**src/rtl/elbeth_if_id_skid_buffer.sv**
```systemverilog
// -----------------------------------------------------------------------------
// elbeth_if_id_skid_buffer
//
// Two-entry IF->ID pipeline register with a skid slot. The output register
// drives the ID stage directly; the skid register catches the one beat that
// can arrive while the output register is held. if_ready is registered, so
// there is no combinational path from id_ready / ctrl_stall back to IF.
//
// Parameters
//   INSTR_W  instruction width
//   PC_W     program-counter width
//   EXC_W    exception-source code width
//   NOP_VAL  bubble instruction presented while id_valid is low
//
// Ports
//   clk                 sole clock, rising edge
//   rst                 asynchronous reset, active low
//   if_valid/if_ready   upstream handshake
//   if_instruction, if_pc, if_except, if_except_src   upstream payload
//   id_valid/id_ready   downstream handshake
//   id_instruction, id_pc, id_except, id_except_src   downstream payload
//   ctrl_stall          hold downstream (blocks drain only)
//   ctrl_flush          discard every held beat and the same-cycle input beat
//   occupancy           number of valid entries, 0..2
// -----------------------------------------------------------------------------
module elbeth_if_id_skid_buffer #(
    parameter int unsigned          INSTR_W = 32,
    parameter int unsigned          PC_W    = 32,
    parameter int unsigned          EXC_W   = 4,
    parameter logic [INSTR_W-1:0]   NOP_VAL = INSTR_W'(32'h0000_0013)
) (
    input  logic               clk,
    input  logic               rst,

    input  logic               if_valid,
    output logic               if_ready,
    input  logic [INSTR_W-1:0] if_instruction,
    input  logic [PC_W-1:0]    if_pc,
    input  logic               if_except,
    input  logic [EXC_W-1:0]   if_except_src,

    output logic               id_valid,
    input  logic               id_ready,
    output logic [INSTR_W-1:0] id_instruction,
    output logic [PC_W-1:0]    id_pc,
    output logic               id_except,
    output logic [EXC_W-1:0]   id_except_src,

    input  logic               ctrl_stall,
    input  logic               ctrl_flush,
    output logic [1:0]         occupancy
);

    localparam int unsigned BEAT_W = INSTR_W + PC_W + 1 + EXC_W;

    // State encoding equals the number of valid entries, so occupancy and
    // both valid bits fall straight out of the state register.
    typedef enum logic [1:0] {
        ST_EMPTY = 2'd0,   // nothing held
        ST_ONE   = 2'd1,   // output register valid, skid empty
        ST_TWO   = 2'd2    // output and skid both valid
    } state_e;

    state_e              state_q, state_d;
    logic [BEAT_W-1:0]   out_q,   out_d;
    logic [BEAT_W-1:0]   skid_q,  skid_d;
    logic                if_ready_q, if_ready_d;

    logic [BEAT_W-1:0]   in_beat;
    logic [BEAT_W-1:0]   bubble;
    logic                accept;
    logic                drain;

    assign in_beat = {if_instruction, if_pc, if_except, if_except_src};

    // Idle value of the output register: NOP with zero pc / exception fields.
    assign bubble  = {NOP_VAL, {(BEAT_W - INSTR_W){1'b0}}};

    assign accept  = if_valid & if_ready_q & ~ctrl_flush;
    assign drain   = (state_q != ST_EMPTY) & id_ready & ~ctrl_stall & ~ctrl_flush;

    // -------------------------------------------------------------------------
    // Next-state / datapath
    // -------------------------------------------------------------------------
    always_comb begin
        state_d = state_q;
        out_d   = out_q;
        skid_d  = skid_q;

        if (ctrl_flush) begin
            state_d = ST_EMPTY;
            out_d   = bubble;
        end else begin
            case (state_q)
                ST_EMPTY: begin
                    if (accept) begin
                        out_d   = in_beat;
                        state_d = ST_ONE;
                    end
                end

                ST_ONE: begin
                    if (drain && accept) begin
                        out_d   = in_beat;          // full throughput
                    end else if (drain) begin
                        out_d   = bubble;
                        state_d = ST_EMPTY;
                    end else if (accept) begin
                        skid_d  = in_beat;          // output held, catch in skid
                        state_d = ST_TWO;
                    end
                end

                ST_TWO: begin
                    // if_ready_q is low here, so no accept can coincide.
                    if (drain) begin
                        out_d   = skid_q;
                        state_d = ST_ONE;
                    end
                end

                default: begin
                    state_d = ST_EMPTY;
                    out_d   = bubble;
                end
            endcase
        end

        // Registered ready: low exactly while the skid slot will be occupied.
        if_ready_d = (state_d != ST_TWO);
    end

    // -------------------------------------------------------------------------
    // State registers
    // -------------------------------------------------------------------------
    always_ff @(posedge clk or negedge rst) begin
        if (!rst) begin
            state_q    <= ST_EMPTY;
            out_q      <= bubble;
            skid_q     <= '0;
            if_ready_q <= 1'b1;
        end else begin
            state_q    <= state_d;
            out_q      <= out_d;
            skid_q     <= skid_d;
            if_ready_q <= if_ready_d;
        end
    end

    // -------------------------------------------------------------------------
    // Outputs
    // -------------------------------------------------------------------------
    assign if_ready  = if_ready_q;
    assign id_valid  = (state_q != ST_EMPTY);
    assign occupancy = state_q;
    assign {id_instruction, id_pc, id_except, id_except_src} = out_q;

endmodule
```
**config.mk**
```make
export PLATFORM = sky130hd
export DESIGN_NAME = elbeth_if_id_skid_buffer
export DESIGN_NICKNAME = d
export VERILOG_FILES = /design/src/rtl/elbeth_if_id_skid_buffer.sv
export SDC_FILE = /design/constraint.sdc
export NUM_CORES = 1
export LEC_CHECK = 0
export BUFFER_PORTS_ARGS = -buffer_cell sky130_fd_sc_hd__buf_2
export CORE_UTILIZATION = 54
export DETAILED_ROUTE_END_ITERATION = 10
export PLACE_DENSITY = 0.8
export SYNTH_ARGS = -nofsm -noshare
export SYNTH_HDL_FRONTEND = slang
export SYNTH_SLANG_ARGS = --single-unit
```
**constraint.sdc**
```tcl
create_clock -name clk -period 2.2 [get_ports clk]
set_clock_uncertainty 0.1 [all_clocks]
set_input_delay 0.11 -clock clk [delete_from_list [all_inputs] [get_ports clk]]
set_output_delay 0.11 -clock clk [all_outputs]
set_load 0.03 [all_outputs]
```
* Word-level counts from Yosys, hierarchy flattened *
Index checks and enable logic that the tools add are counted.

storage, ports and cells
  register bits after elaboration = 141
  input bits = 75

operators by class
  reduce and logical (&&, ||, !) cells = 5
  bitwise gates (word level) = 9
  equal/unequal tests = 6
  muxes and demuxes = 13

operators by type and width
  kind                count
  $mux 69             5
  $pmux 69 s3         1
  $mux 2              6
  $ne 3x3->1 const B  2
  $pmux 2 s3          1
  $and 1x1->1         5
  $reduce_and 5->1    1
  $ne 4x4->1 const B  1
  $not 1->1           4
  $reduce_and 3->1    1
  $eq 2x1->1 const B  1
  $eq 2x2->1 const B  1
  $logic_not 2->1     1
  $ne 2x2->1 const B  1
  $reduce_bool 2->1   1
  $logic_and 1x1->1   1

* Longest topological paths before layout *
  word-level depth = 9
  gate-level depth with buffers = 7
  mapped depth without buffers = 4

* Least setup slack after synthesis *
Ideal clock, no wire load.

  path type = register to register
  start point = reg if_ready_q (netlist: if_ready)
  end point = reg skid_q[58]
  path slack = 0.127 ns
  stages on the path, launching flop included = 6
  buffers on the path = 2
  required time = 1.973 ns
  arrival = 1.845 ns
  setup time = 0.127 ns
  cell sequence = dfstp_2 > nand3b_1 > nor4b_4 > buf_4 > buf_6 > mux2_1

between the ends
  longest elaborated chain between the ends = 5

ends and longest elaborated chain
  element                                line  text
  start, declared                        67    logic if_ready_q, if_ready_d;
  start signal, assigned                 146   if_ready_q <= if_ready_d;
  $and 1x1->1 (*) (2 in series)          79    assign accept = if_valid & if_ready_q & ~ctrl_flush;
  $logic_and 1x1->1                      103   if (drain && accept) begin
  $not 1->1 (no source line)             --
  $reduce_and 5->1 (no source line) (*)  --
  end signal, assigned                   145   skid_q <= skid_d;
  end, declared                          66    logic [BEAT_W-1:0] skid_q, skid_d;

Every way passes the cells marked *; elsewhere a longest branch is shown, timed or not.
A chain may end at the register's enable or synchronous reset.

* Worst setup path in the final report *
  start point = reg state_q[1] (netlist: occupancy[1])
  end point = reg skid_q[55]

between the ends
  longest elaborated chain between the ends = 7

ends and longest elaborated chain
  element                                line  text
  start, declared                        64    state_e state_q, state_d;
  start signal, assigned                 143   state_q <= state_d;
  $reduce_bool 2->1                      80    assign drain = (state_q != ST_EMPTY) & id_ready & ~ctrl_stall & ~ctrl_flush;
  $and 1x1->1 (3 in series)              80
  $logic_and 1x1->1                      103
  $not 1->1 (no source line)             --
  $reduce_and 5->1 (no source line) (*)  --

Marks and branches as above.

==> qor.txt <==
Routed wl met3 -> 763 um
Top-area cell type share of the netlist area -> 51.9%
Die extent in x -> 113 um
DRT met1 WL -> 6680 um
Synth top area cells -> dfrtp_1 (52%), mux2_2 (10%), mux2i_1 (10%)
Relative slew margins -> 61.0%
Drt first pass iters -> 4
Ratio of cells with drive above 1 in the final layout -> 34.0%
Max_cap viols -> 0
# diodes -> 0
Post-synthesis mux area share -> 21.8%
Synth Area in Compound Gates -> 15.2%
Post-Syn Nets -> 632
Syn Inst Count -> 557
Core ar. -> 12000 sq um
Min cycle time layout -> 2040 ps
Yosys cell types -> 29
Crit. End Element -> register
Fillers -> 778
Comb power frac -> 20.0%
Adder-cell share of the synthesized area -> 0%
Worst hold path class -> in2async
Post CTS Setup Buffer Count -> 0
Power Dens Cells -> 930 nW/um^2
Lkg Pwr -> 0.00406 uW
Vias per std cell -> 5.66
Status -> finished clean
Fin. Hold Viols -> 0
Routed len/inst -> 17.5 um
Reg2Reg Setup Slack -> 160 ps
Drt total wl -> 16200 um
CTS root buf -> clkbuf_16
Port Buffer Count -> 147
Reg-to-reg startpoint -> occupancy[1]
GR Util All Layers -> 27.0%
Mapped Avg Cell Area -> 11.9 sq um
Register bit total from synthesis -> 141
Post-CTS sizing -> 0
Arrival time worst endpoint -> 2230 ps
Final worst path period share -> 92.8%
Switch Pwr -> 2260 uW
Sequential area share after synthesis -> 53.5%
Worst skew pair latency -> 410 ps
Initial Utilization -> 55.2%
Share of flip-flops with an asynchronous set or reset -> 100%
Critical setup path kind -> reg2reg
Final Core Density -> 74.6%
Uppermost layer routed -> met4
Synth Area in Simple Gates -> 5.82%
HPWL Detailed -> 9920 um
Sw Share -> 27.2%
Most common cell in the synthesized netlist -> dfrtp_1
Syn. warnings -> 0
Die height -> 113 um
Worst slew pin tran -> 584 ps
Fmax achieved -> 490 MHz
DRC Markers -> 0
Setup-failing EPs final -> 0
Slew Limit Fails -> 0
CTS tree -> yes
Overflow after GRT -> 0
Total clock sinks -> 141
Top FF cell, synth -> dfrtp_1
Synth area leader -> dfrtp_1
Metal2 WL -> 8330 um
Routability cong. -> 0.772
CTS clk-pin slew, worst paths -> 60 ps
Crit Path Max Fanout -> 36
CTS Buffer Depth -> 2
RSZ-0062 raised after global routing -> false
R2r worst-path depth -> 4
# hold bufs at CTS -> 72
Clock share of power -> 37.9%
Post-synth EDFFs -> 0
Critical Path RT -> 2390 ps
Nets -> 843
Antenna violations before repair -> 0
Largest family of logic cells by synthesized area -> multiplexers
Vias in the first global route -> 5426
Setup tns final -> 0 ps
CTS H-tree depth -> 4
Num CTS Buffers -> 17
IO Count -> 148
Site Rows -> 40
Vias -> 5243
First-pass GRT wire length -> 26700 um
Worst IR Drop VDD -> 0.000547 V
Sequential Power Share -> 42.1%
Power Internal -> 6040 uW
Synth top cells by count -> dfrtp_1 (137), a21oi_1 (72), mux2i_1 (66), nor2_1 (66), o2bb2ai_1 (66)
Drt initial violations -> 311
Largest net degree at the start of global routing -> 62
Critical Path Source Type -> register
Layout area overhead -> 35.1%
Final hold slack -> 119 ps
Die area -> 12700 sq um
Mapped Area -> 6600 sq um
Antenna-violating nets left -> 0
RR Endpoint -> skid_q[55]
Post-Synth XOR/XNOR Area -> 0%
## cell type report
type,count,area (sq um),share of cell area (%)
Clock buffer,21,460,5.16
Timing Repair Buffer,238,1690,19.0
Clock inverter,10,186,2.09
Tap cell,147,184,2.06
Sequential cell,141,3540,39.7
Inverter,4,15.0,0.168
Multi-Input combinational cell,366,2840,31.9
## worst max-delay path by stage
stage / start / end
final: occupancy[1] / skid_q[55]
after global routing: occupancy[1] / out_q[2]
after CTS: occupancy[1] / skid_q[9]
after detailed placement: occupancy[1] / skid_q[12]
after global placement: occupancy[1] / skid_q[53]
after floorplan: if_ready / skid_q[58]
## layout by cell type, fill, tap and decap left out, types with 5 or more instances in the layout
master,instances
a21oi_1,72
buf_12,7
buf_2,146
buf_4,12
bufinv_16,5
clkbuf_16,17
dfrtp_1,135
dlygate4sd3_1,72
mux2_1,10
mux2_2,59
mux2i_1,66
nor2_1,66
nor2b_1,6
o2bb2ai_1,66
## per-layer routing
metal	track usage, %	vias to the layer above
li1	-	2437
met3	6.05	34
met5	0	-
met4	12.4	0
met1	32.6	2608
met2	46.2	164
## power groups by stage
| stage | registers (uW) | logic (uW) | clock network [uW] |
|---|---|---|---|
| finish | 3490 | 1660 | 3140 |
| global route | 3560 | 1800 | 3300 |
| global placement | 3480 | 1470 | 0 |
| detailed placement | 3520 | 1550 | 0 |
| floorplan | 3650 | 874 | 0 |
| CTS | 3490 | 1660 | 3180 |
## state kept, by name (all words and copies together) (netlist names)
signal and flops:
if_ready 1, out_q 69, skid_q 69, occupancy 2
## stage by stage
stage | total power (uW) | setup WS, ps | cells | area (sq um)
after global routing | 8660 | 91.2 | 927 | 8920
after detailed placement | 5060 | 165 | 824 | 7550
after CTS | 8340 | 149 | 927 | 8920
after global placement | 4950 | 254 | 824 | 7550
after floorplan | 4520 | 127 | 557 | 6600
final | 8290 | 159 | 927 | 8920
## critical path, stage by stage, from the launching register on
cell and delay, ps:
dfrtp_4 490, nand3b_1 240, nor4b_4 430, buf_12 270, mux2_2 360
## kinds of logic (layout without fill, tap and decap cells)
kind of cell / count (synthesis) / count (layout)
compound gates: 146 / 146
buf+inv: 50 / 273
flops: 141 / 141
mux: 135 / 135
simple gates: 85 / 85
Note: power is estimated with default switching activity, not from simulation.
